[config.mk]
export PLATFORM = sky130hd
export DESIGN_NAME = product_out_buf_flat
export DESIGN_NICKNAME = d
export VERILOG_FILES = /design/src/rtl/product_out_buf_if.sv /design/src/rtl/product_out_buf.sv /design/src/flat_wrapper.sv
export SDC_FILE = /design/constraint.sdc
export NUM_CORES = 1
export LEC_CHECK = 0
export CAP_MARGIN = 15
export CORE_AREA = 2 2 109 111
export CTS_CLUSTER_DIAMETER = 150
export DETAILED_ROUTE_END_ITERATION = 6
export DIE_AREA = 0 0 111 113
export RECOVER_POWER = 50
export SYNTH_ARGS = -nofsm -noshare
export SYNTH_HDL_FRONTEND = slang
export SYNTH_SLANG_ARGS = --single-unit
[constraint.sdc]
create_clock -name clk -period 8.1 [get_ports clk]
set_input_delay 1.215 -clock clk [delete_from_list [all_inputs] [get_ports clk]]
set_output_delay 1.215 -clock clk [all_outputs]
set_load 0.05 [all_outputs]
[src/rtl/product_out_buf_if.sv]
`default_nettype none
// ============================================================================
//  Module   : product_out_buf_if
//  Purpose  : Handshake bundle between the multiplier core / consumer side
//             (master) and the product output buffer (slave).
//  Revision : 1.0  initial release
// ============================================================================
interface product_out_buf_if #(
    parameter int WIDTH = 16,
    parameter int DEPTH = 2
);
    logic                          flush_i;
    logic                          prod_valid_i;
    logic signed [2*WIDTH-1:0]     prod_i;
    logic                          prod_ready_o;
    logic                          out_valid_o;
    logic signed [2*WIDTH-1:0]     out_data_o;
    logic                          out_ready_i;
    logic [$clog2(DEPTH+1)-1:0]    count_o;
    logic                          overflow_o;

    // Driver side: core strobes products in, consumer pulls them out
    modport master (
        output flush_i, prod_valid_i, prod_i, out_ready_i,
        input  prod_ready_o, out_valid_o, out_data_o, count_o, overflow_o
    );

    // Buffer side
    modport slave (
        input  flush_i, prod_valid_i, prod_i, out_ready_i,
        output prod_ready_o, out_valid_o, out_data_o, count_o, overflow_o
    );
endinterface
`default_nettype wire

[src/rtl/product_out_buf.sv]
`default_nettype none
// ============================================================================
//  Module   : product_out_buf
//  Purpose  : FWFT FIFO capturing signed 2*WIDTH-bit products from the Booth
//             multiplier core and delivering them over valid/ready. Ready
//             toward the core comes from registered count only.
//  Revision : 1.0  initial release
// ============================================================================
module product_out_buf #(
    parameter int WIDTH = 16,
    parameter int DEPTH = 2
) (
    input  logic              clk,
    input  logic              rst,
    product_out_buf_if.slave  bus
);
    localparam int PW = $clog2(DEPTH);
    localparam int CW = $clog2(DEPTH + 1);
    localparam logic [CW-1:0] C_FULL = CW'(DEPTH);

    logic signed [2*WIDTH-1:0] r_mem [DEPTH];
    logic [PW-1:0]             r_rd_ptr;
    logic [PW-1:0]             r_wr_ptr;
    logic [CW-1:0]             r_count;
    logic                      r_overflow;

    logic w_valid;
    logic w_ready;
    logic w_push;
    logic w_pop;
    logic w_drop;

    // Status and handshake qualification; flush suppresses both sides
    always_comb begin
        w_valid = (r_count != '0);
        w_ready = (r_count != C_FULL);
        w_push  = bus.prod_valid_i & w_ready & ~bus.flush_i;
        w_pop   = w_valid & bus.out_ready_i & ~bus.flush_i;
        w_drop  = bus.prod_valid_i & ~w_ready & ~bus.flush_i;
    end

    // Storage array: written on accepted push, no reset needed
    always_ff @(posedge clk) begin
        if (w_push && !rst) begin
            r_mem[r_wr_ptr] <= bus.prod_i;
        end
    end

    // Pointers, occupancy and sticky overflow
    always_ff @(posedge clk) begin
        if (rst) begin
            r_rd_ptr   <= '0;
            r_wr_ptr   <= '0;
            r_count    <= '0;
            r_overflow <= 1'b0;
        end else if (bus.flush_i) begin
            r_rd_ptr   <= '0;
            r_wr_ptr   <= '0;
            r_count    <= '0;
        end else begin
            if (w_push) begin
                r_wr_ptr <= r_wr_ptr + PW'(1);
            end
            if (w_pop) begin
                r_rd_ptr <= r_rd_ptr + PW'(1);
            end
            case ({w_push, w_pop})
                2'b10:   r_count <= r_count + CW'(1);
                2'b01:   r_count <= r_count - CW'(1);
                default: r_count <= r_count;
            endcase
            if (w_drop) begin
                r_overflow <= 1'b1;
            end
        end
    end

    // Head is presented directly from storage; zero while empty
    assign bus.out_valid_o  = w_valid;
    assign bus.out_data_o   = w_valid ? r_mem[r_rd_ptr] : '0;
    assign bus.prod_ready_o = w_ready;
    assign bus.count_o      = r_count;
    assign bus.overflow_o   = r_overflow;

endmodule
`default_nettype wire

[src/flat_wrapper.sv]
// flat-port wrapper written by rule: the top's interface ports become plain ports
module product_out_buf_flat 
#(
    parameter int WIDTH = 16,
    parameter int DEPTH = 2
)
  (clk, rst, bus_flush_i, bus_prod_valid_i, bus_prod_i, bus_out_ready_i, bus_prod_ready_o, bus_out_valid_o, bus_out_data_o, bus_count_o, bus_overflow_o);
  product_out_buf_if #(.WIDTH(WIDTH), .DEPTH(DEPTH)) bus_i ();
  input  logic clk;
  input  logic rst;
  input wire logic [$bits(bus_i.flush_i)-1:0] bus_flush_i;
  input wire logic [$bits(bus_i.prod_valid_i)-1:0] bus_prod_valid_i;
  input wire logic [$bits(bus_i.prod_i)-1:0] bus_prod_i;
  input wire logic [$bits(bus_i.out_ready_i)-1:0] bus_out_ready_i;
  output wire logic [$bits(bus_i.prod_ready_o)-1:0] bus_prod_ready_o;
  output wire logic [$bits(bus_i.out_valid_o)-1:0] bus_out_valid_o;
  output wire logic [$bits(bus_i.out_data_o)-1:0] bus_out_data_o;
  output wire logic [$bits(bus_i.count_o)-1:0] bus_count_o;
  output wire logic [$bits(bus_i.overflow_o)-1:0] bus_overflow_o;
  assign bus_i.flush_i = bus_flush_i;
  assign bus_i.prod_valid_i = bus_prod_valid_i;
  assign bus_i.prod_i = bus_prod_i;
  assign bus_i.out_ready_i = bus_out_ready_i;
  assign bus_prod_ready_o = bus_i.prod_ready_o;
  assign bus_out_valid_o = bus_i.out_valid_o;
  assign bus_out_data_o = bus_i.out_data_o;
  assign bus_count_o = bus_i.count_o;
  assign bus_overflow_o = bus_i.overflow_o;
  product_out_buf #(.WIDTH(WIDTH), .DEPTH(DEPTH)) u_core (.clk(clk), .rst(rst), .bus(bus_i));
endmodule
=== Word level (Yosys, flattened, before mapping) ===
Memories as Yosys holds them, arrays and structs flattened. A register that Yosys moved wholly into a read port is not among the register bits.
Cells that the tools add are included.

* Memories: 1
* Logic and storage cells: 32
* Output and inout bits: 37
* Bits of input ports: 37
* Bits in writable memories: 64
* Register bits: 5

{| class="wikitable"
|+ Memories
! name !! depth !! bits a word !! read ports !! clocked after memory_dff !! wr ports !! RTL line !! source
|-
| u_core.r_mem || 2 || 32 || 1 || 1 || 1 || product_out_buf.sv:21 || <nowiki>logic signed [2*WIDTH-1:0] r_mem [DEPTH];</nowiki>
|}

* Bitwise gates (word level): 8
* Add/subtract/negate cells: 4
* Reductions and logical operators: 6
* Equality and inequality tests: 3
* Multiplexer cells: 6

{| class="wikitable"
|+ Operators by type and width
! kind !! count
|-
| two-way mux 32 bit || 1
|-
| bitwise AND 1 bit || 6
|-
| two-way mux 1 bit || 4
|-
| case mux 2 bit (2 select lines) || 1
|-
| nonzero test 2 bit || 2
|-
| adder 1 bit, second input constant || 2
|-
| adder 2 x 1 -> 2 bit, second input constant || 1
|-
| equality test 2 x 1 -> 1 bit, second input constant || 1
|-
| equality test 2 bit, second input constant || 1
|-
| inequality test 2 bit, second input constant || 1
|-
| inverter 1 bit || 2
|-
| AND reduction 2 bit || 1
|-
| OR reduction 2 bit || 1
|-
| subtractor 2 x 1 -> 2 bit, second input constant || 1
|-
| logical AND 1 bit || 1
|-
| zero test 1 bit || 1
|}

=== Logic depth before layout (Yosys ltp) ===
Gate-level depths: netlist of the first run.

* Depth after elaboration: 6
* Depth in mapped cells: 7
* Depth with buffers taken out: 7

=== Least setup slack after synthesis of the first run ===
Ideal clock, no wire load.

* Kind: in2reg
* Start: in bus_flush_i
* End: mem u_core.r_mem[0][0] (netlist name), enable pin
* Stages: 3
* Arrival: 4.725 ns
* Path slack: 2.874 ns
* Path buffers: 1
* Data required time: 7.598 ns
* Setup time: 0.502 ns
* Cells stage by stage: or2_2 -> clkbuf_1 -> nor4_1

* Cells in the longest elaborated chain, start to end: 5

{| class="wikitable"
|+ Ends and longest elaborated chain
! element !! RTL line !! source
|-
| from (decl) || flat_wrapper.sv:11 || <nowiki>input wire logic [$bits(bus_i.flush_i)-1:0] bus_flush_i;</nowiki>
|-
| inverter 1 bit || product_out_buf.sv:37 || <nowiki>w_push = bus.prod_valid_i & w_ready & ~bus.flush_i;</nowiki>
|-
| bitwise AND 1 bit || product_out_buf.sv:37 ||
|-
| logical AND 1 bit || product_out_buf.sv:44 || <nowiki>if (w_push && !rst) begin</nowiki>
|-
| two-way mux 1 bit || product_out_buf.sv:44 ||
|-
| two-way mux 1 bit (implied by the code) || product_out_buf.sv:45 || <nowiki>r_mem[r_wr_ptr] <= bus.prod_i;</nowiki>
|-
| to (decl) || product_out_buf.sv:21 ||
|}

Every way passes these cells.

==> results.sh, run 1 <==
export IMPL_status="finished, final reports clean"
export IMPL_synth_distinct_cells=18
export IMPL_worst_setup_path_end_kind="output pin"
export IMPL_row_count=39
export IMPL_drc=0
export IMPL_place_area_um2=3600
export IMPL_drv_slew=0
export IMPL_seq_area_um2=2040
export IMPL_cts_sinks=70
export IMPL_cts_tree="done"
export IMPL_drive_gt1_share_pct=8.24
export IMPL_cts_resized=0
export IMPL_hold_buffers=0
export IMPL_place_congestion=0.644
export IMPL_wl_per_cell_um=13.5
export IMPL_leakage_nw=1.26
export IMPL_die_area_um2=12500
export IMPL_powerDensity_nw_per_um2=221
export IMPL_slowest_stage="dfxtp_2"
export IMPL_place_hpwl_um=3450
export IMPL_cp_top_family="flip-flops"
export IMPL_cts_buffer_depth=2
export IMPL_vias=1608
export IMPL_syn_num_nets=208
export IMPL_via_per_inst=4.03
export IMPL_finalHoldViolCount=0
export IMPL_antenna_found_initial=1
export IMPL_cts_setup_buffers=0
export IMPL_ys_seq_area_share_pct=76.4
export IMPL_cts_buffers=9
export IMPL_hold_path_class="reg -> reg"
export IMPL_ys_warn_count=0
export IMPL_max_freq_ghz=0.266
export IMPL_grt_pass1_wl_um=8370
export IMPL_port_buffers=73
export IMPL_tns_ns=0
export IMPL_first_pass_iters=4
export IMPL_fin_area_um2=3900
export IMPL_maxCapViolCount=0
export IMPL_rsz0062_at_grt="false"
export IMPL_fin_util_pct=34.6
export IMPL_synth_cells=170
export IMPL_synth_cell_area_um2=2670
export IMPL_arrival_ns=2.54
export IMPL_clk_pin_slew_worst_paths_ns=0.06
export IMPL_cp_required_ns=6.88
export IMPL_min_period_ns=3.76
export IMPL_cp_max_fo=32
export IMPL_num_nets_final=288
export IMPL_start_kind="flop"
export IMPL_ys_ff_latch=70
export IMPL_synth_top_area_share_pct=71.9
export IMPL_start_util_pct=23.7
export IMPL_cts_root_buffer="clkbuf_16"
export IMPL_htreeDepth=3
export IMPL_grt_use_total_pct=8.88
export IMPL_synth_top_area_cell="edfxtp_1"
export IMPL_synth_avg_cell_area_um2=15.7
export IMPL_grt_overflow=0
export IMPL_wl_um=5400
export IMPL_grt_pass1_vias=1678
export IMPL_path_class="reg -> out"
export IMPL_drt_iter0_drc=47
export IMPL_fp_dieW_um=111
export IMPL_multi_input_area_um2=589
export IMPL_setup_viol=0
export IMPL_core_area_um2=11300
export IMPL_num_fill_cells=1101
export IMPL_worstMarginPinSlew_ns=1.08
export IMPL_peakVddDrop_uv=95.7
export IMPL_crit_buf_inv=1
export IMPL_insertion_delay_ns=0.33
export IMPL_cp_cell_sequence="mux2i_1, nor2_1, clkdlybuf4s50_1"
export IMPL_slew_headroom_pct=28.2
export IMPL_slowest_delay_ns=1.04
export IMPL_finClkSkew_ns=0.00828
export IMPL_io_pins=74
export IMPL_ant_nets=0
export IMPL_area_delta_synth_final_pct=45.8
export IMPL_yosys_top_cells_area="edfxtp_1, mux2i_1, nor2_1"
export IMPL_period_share_pct=46.4
export IMPL_fp_dieH_um=113
export IMPL_grt_max_degree=34
-- power breakdown --
part / internal [mW] / switching [mW] / leakage [nW]
registers: 0.402 / 0.00315 / 0.630
clock network: 0.252 / 0.141 / 0.159
logic: 0.0259 / 0.0359 / 0.465
total: 0.680 / 0.180 / 1.26
-- state kept, by name (all words and copies together), names as in the netlist, named ones only --
register,flops
u_core.bus.count_o,2
u_core.bus.overflow_o,1
u_core.r_mem,64
u_core.r_rd_ptr,1
u_core.r_wr_ptr,1
-- cell usage in the layout, fill, tap and decap left out, types with 2 or more instances in the layout --
cell / instances
clkbuf_16: 11
or3_1: 2
o21ai_0: 3
clkinv_2: 2
clkdlybuf4s50_1: 39
mux2i_1: 32
dlygate4sd3_1: 34
edfxtp_1: 64
dfxtp_1: 5
inv_4: 2
nor2_1: 37
inv_1: 5
buf_4: 2
clkbuf_1: 2
xor2_1: 2
a21oi_1: 2
-- per-layer routing --
layer / routed length, um / GRT usage [%]
met1: 2180 / 9.56
met2: 2820 / 15.4
met4: 82 / 4.00
met5: 0 / 0
met3: 312 / 3.59
-- Yosys cell counts --
| master | count |
|---|---|
| a31oi_1 | 1 |
| inv_1 | 5 |
| buf_2 | 6 |
| nor2b_1 | 1 |
| o21ai_0 | 3 |
| xor2_1 | 2 |
| a21oi_1 | 2 |
| clkbuf_1 | 2 |
| or2_2 | 1 |
| ha_1 | 1 |
| nand3_1 | 1 |
| mux2i_1 | 32 |
| or3_1 | 2 |
| nor4_1 | 2 |
| dfxtp_1 | 6 |
| edfxtp_1 | 64 |
| nor2_1 | 38 |
| xnor2_1 | 1 |
-- per-stage QoR --
step	worst slack, ns	hold slack (ns)	instances	power, mW
after detailed placement	4.63	0.463	382	0.479
after floorplan	2.87	0.471	170	0.444
final	4.34	0.496	399	0.860
after global placement	4.63	0.465	382	0.478
after CTS	4.26	0.496	398	0.879
after global routing	4.14	0.547	399	0.890
-- worst paths after layout --
kind | slack, ns | startpoint | endpoint | depth (start not counted)
worst max register to register | 5.99 | u_core.bus.count_o[0]$_SDFFE_PP0P_ | u_core.r_mem[0][15]$_DFFE_PP_ | 3
worst max-delay path | 4.34 | flop | bus_out_data_o[31] | 3
worst min register to register | 0.50 | u_core.bus.overflow_o$_SDFFE_PP0P_ | u_core.bus.overflow_o$_SDFFE_PP0P_ | 2
worst min-delay path | 0.50 | u_core.bus.overflow_o$_SDFFE_PP0P_ | u_core.bus.overflow_o$_SDFFE_PP0P_ | 2
-- kinds of logic after synthesis --
family	Yosys count	share of synthesized area [%]
xor+xnor	3	0.983
flops	70	76.4
simple gates	45	6.93
mux	32	12.0
buf+inv	13	2.11
fa+ha+maj	1	0.468
compound gates	6	1.17
-- cell type report --
class / instances / share of cell area, %
Multi-Input combinational cell: 87 / 15.1
Timing Repair Buffer: 77 / 19.3
Sequential cell: 70 / 52.4
Inverter: 5 / 0.482
Clock inverter: 4 / 0.578
Tap cell: 143 / 4.59
Clock buffer: 12 / 7.42
Antenna cell: 1 / 0.0642
-- worst register-to-register path, delay by kind of cell (launching register included) --
kind                   cells  cell delay [ns]
buffers and inverters      1             0.77
flip-flops                 1             0.49
AND/OR/NAND/NOR            2             0.45
Power figures use the tool's default switching activity.
==> run 2: changes to the inputs <==
==> constraint.sdc (replaced) <==
create_clock -name clk -period 3.1 [get_ports clk]
set_input_delay 0.465 -clock clk [delete_from_list [all_inputs] [get_ports clk]]
set_output_delay 0.465 -clock clk [all_outputs]
set_load 0.05 [all_outputs]
==> results.sh, run 2 (synthesis results as in run 1) <==
export IMPL_power_frac_comb_pct=7.2
export IMPL_drt_iter0_drc=39
export IMPL_cts_buffer_depth=2
export IMPL_ant_nets=0
export IMPL_num_nets_final=291
export IMPL_port_buffers=73
export IMPL_switching_share_pct=20.2
export IMPL_seqPwrFrac_pct=46.2
export IMPL_first_pass_iters=4
export IMPL_place_area_um2=3650
export IMPL_cts_root_buffer="clkbuf_16"
export IMPL_finClkSkew_ns=0.00578
export IMPL_grt_met2_usage_pct=13.4
export IMPL_wl_per_cell_um=13.0
export IMPL_arrival_ns=2.19
export IMPL_fp_dieW_um=111
export IMPL_power_switching_mw=0.461
export IMPL_min_period_ns=2.66
export IMPL_worst_setup_path_end_kind="output pin"
export IMPL_hold_depth=2
export IMPL_die_area_um2=12500
export IMPL_p_total_mw=2.28
export IMPL_cts_tree="done"
export IMPL_maxCapViolCount=0
export IMPL_largest_reg_flops=64
export IMPL_grt_overflow=0
export IMPL_cp_max_fo=18
export IMPL_via_per_inst=3.96
export IMPL_multi_input_area_um2=598
export IMPL_period_share_pct=85.7
export IMPL_regMostFlops="u_core.r_mem"
export IMPL_insertion_delay_ns=0.32
export IMPL_setup_viol=0
export IMPL_diodes=0
export IMPL_drc=0
export IMPL_cts_setup_buffers=0
export IMPL_grt_max_degree=26
export IMPL_path_class="reg -> out"
export IMPL_powerDensity_nw_per_um2=580
export IMPL_r2r_cells=4
export IMPL_peakVddDrop_uv=219
export IMPL_drv_slew=0
export IMPL_grt_use_total_pct=8.34
export IMPL_hold_path_class="reg -> reg"
export IMPL_area_delta_synth_final_pct=47.3
export IMPL_fin_area_um2=3940
export IMPL_p_int_mw=1.82
export IMPL_seq_area_um2=2040
export IMPL_use_met1_pct=9.59
export IMPL_grt_pass1_vias=1564
export IMPL_clockPowerShare_pct=46.5
export IMPL_status="finished, final reports clean"
export IMPL_slowest_delay_ns=0.71
export IMPL_use_met3_pct=3.16
export IMPL_core_area_um2=11300
export IMPL_leakage_nw=1.26
export IMPL_worstMarginPinSlew_ns=0.552
export IMPL_start_kind="flop"
export IMPL_fin_ws_ns=0.442
export IMPL_fin_hold_ws_ns=0.490
export IMPL_drive_gt1_share_pct=7.75
export IMPL_start_util_pct=23.7
export IMPL_antenna_found_initial=1
export IMPL_fin_util_pct=34.9
export IMPL_holdCritStartpoint="u_core.bus.overflow_o$_SDFFE_PP0P_"
export IMPL_max_freq_ghz=0.376
export IMPL_timing_rr_end="u_core.r_mem[0][25]$_DFFE_PP_"
export IMPL_r2r_slack_ns=1.15
export IMPL_finalHoldViolCount=0
export IMPL_busiest_layer="met2"
export IMPL_place_hpwl_um=3460
export IMPL_fp_dieH_um=113
export IMPL_reg2reg_from="u_core.bus.count_o[0]$_SDFFE_PP0P_"
export IMPL_num_fill_cells=1094
export IMPL_grt_pass1_wl_um=7850
export IMPL_mostFrequentLayoutCell="edfxtp_1"
export IMPL_hold_buffers=0
export IMPL_cp_cell_sequence="nor2_4, buf_4, nor2_1, clkdlybuf4s50_1"
export IMPL_slowest_stage="clkdlybuf4s50_1"
export IMPL_wl_um=5200
export IMPL_min_to="u_core.bus.overflow_o$_SDFFE_PP0P_"
export IMPL_tns_ns=0
export IMPL_vias=1586
export IMPL_clk_pin_slew_worst_paths_ns=0.05
export IMPL_final_instance_count_excl_fill=401
export IMPL_cp_required_ns=2.63
export IMPL_cts_sinks=70
export IMPL_pre_cts_slack_ns=0.729
export IMPL_cts_buffers=9
export IMPL_slew_headroom_pct=63.2
export IMPL_place_inst=385
export IMPL_rsz0062_at_grt="false"
export IMPL_place_congestion=0.659
export IMPL_row_count=39
export IMPL_htreeDepth=3
export IMPL_io_pins=74
export IMPL_cts_resized=0
export IMPL_mostFrequentLayoutCells="edfxtp_1, clkdlybuf4s50_1, nor2_1"
-- run 2: cell count changes in the layout (fill, tap and decap cells not counted), moves of 2 or more --
| cell | previous run | this run |
|---|---|---|
| clkbuf_1 | 2 | 4 |
| clkinv_1 | 0 | 2 |
| bufinv_16 | 0 | 2 |
| clkinv_2 | 2 | 0 |
| clkbuf_16 | 11 | 9 |
| inv_4 | 2 | 0 |
-- run 2: cell type report --
class,instances,share of cell area (%)
Clock inverter,6,2.16
Tap cell,143,4.54
Sequential cell,70,51.9
Multi-Input combinational cell,87,15.2
Timing Repair Buffer,80,19.9
Inverter,5,0.477
Clock buffer,10,5.82
-- run 2: how the worst max path moves through the flow --
stage / end / start / cells past startpoint / slack, ns
after detailed placement: bus_out_data_o[14] / u_core.bus.count_o[0]$_SDFFE_PP0P_ / 4 / 0.73
after floorplan: u_core.r_mem[0][0]$_DFFE_PP_ / u_core.bus.count_o[0]$_SDFFE_PP0P_ / 2 / -0.14
after global routing: bus_out_data_o[14] / u_core.bus.count_o[0]$_SDFFE_PP0P_ / 4 / 0.29
after global placement: bus_out_data_o[14] / u_core.bus.count_o[0]$_SDFFE_PP0P_ / 4 / 0.77
after CTS: bus_out_data_o[14] / u_core.bus.count_o[1]$_SDFFE_PP0P_ / 4 / 0.38
final: bus_out_data_o[14] / u_core.bus.count_o[0]$_SDFFE_PP0P_ / 4 / 0.44
-- run 2: power groups by stage --
stage | Combinational [mW] | Sequential (mW) | Clock, mW
floorplan | 0.0836 | 1.08 | 0
global placement | 0.176 | 1.07 | 0
detailed placement | 0.178 | 1.08 | 0
CTS | 0.179 | 1.06 | 1.10
global route | 0.176 | 1.06 | 1.14
finish | 0.165 | 1.06 | 1.06
-- run 2: metal layers --
metal | vias to the layer above | wire [um]
met5 | - | 11
met1 | 759 | 2240
met4 | 2 | 48
met2 | 38 | 2620
met3 | 6 | 283
li1 | 781 | -
-- run 2: critical path, delay by kind of cell (launching register included) --
kind	cells	cell delay [ns]
simple gates	2	0.47
buf+inv	2	1.01
flops	1	0.38
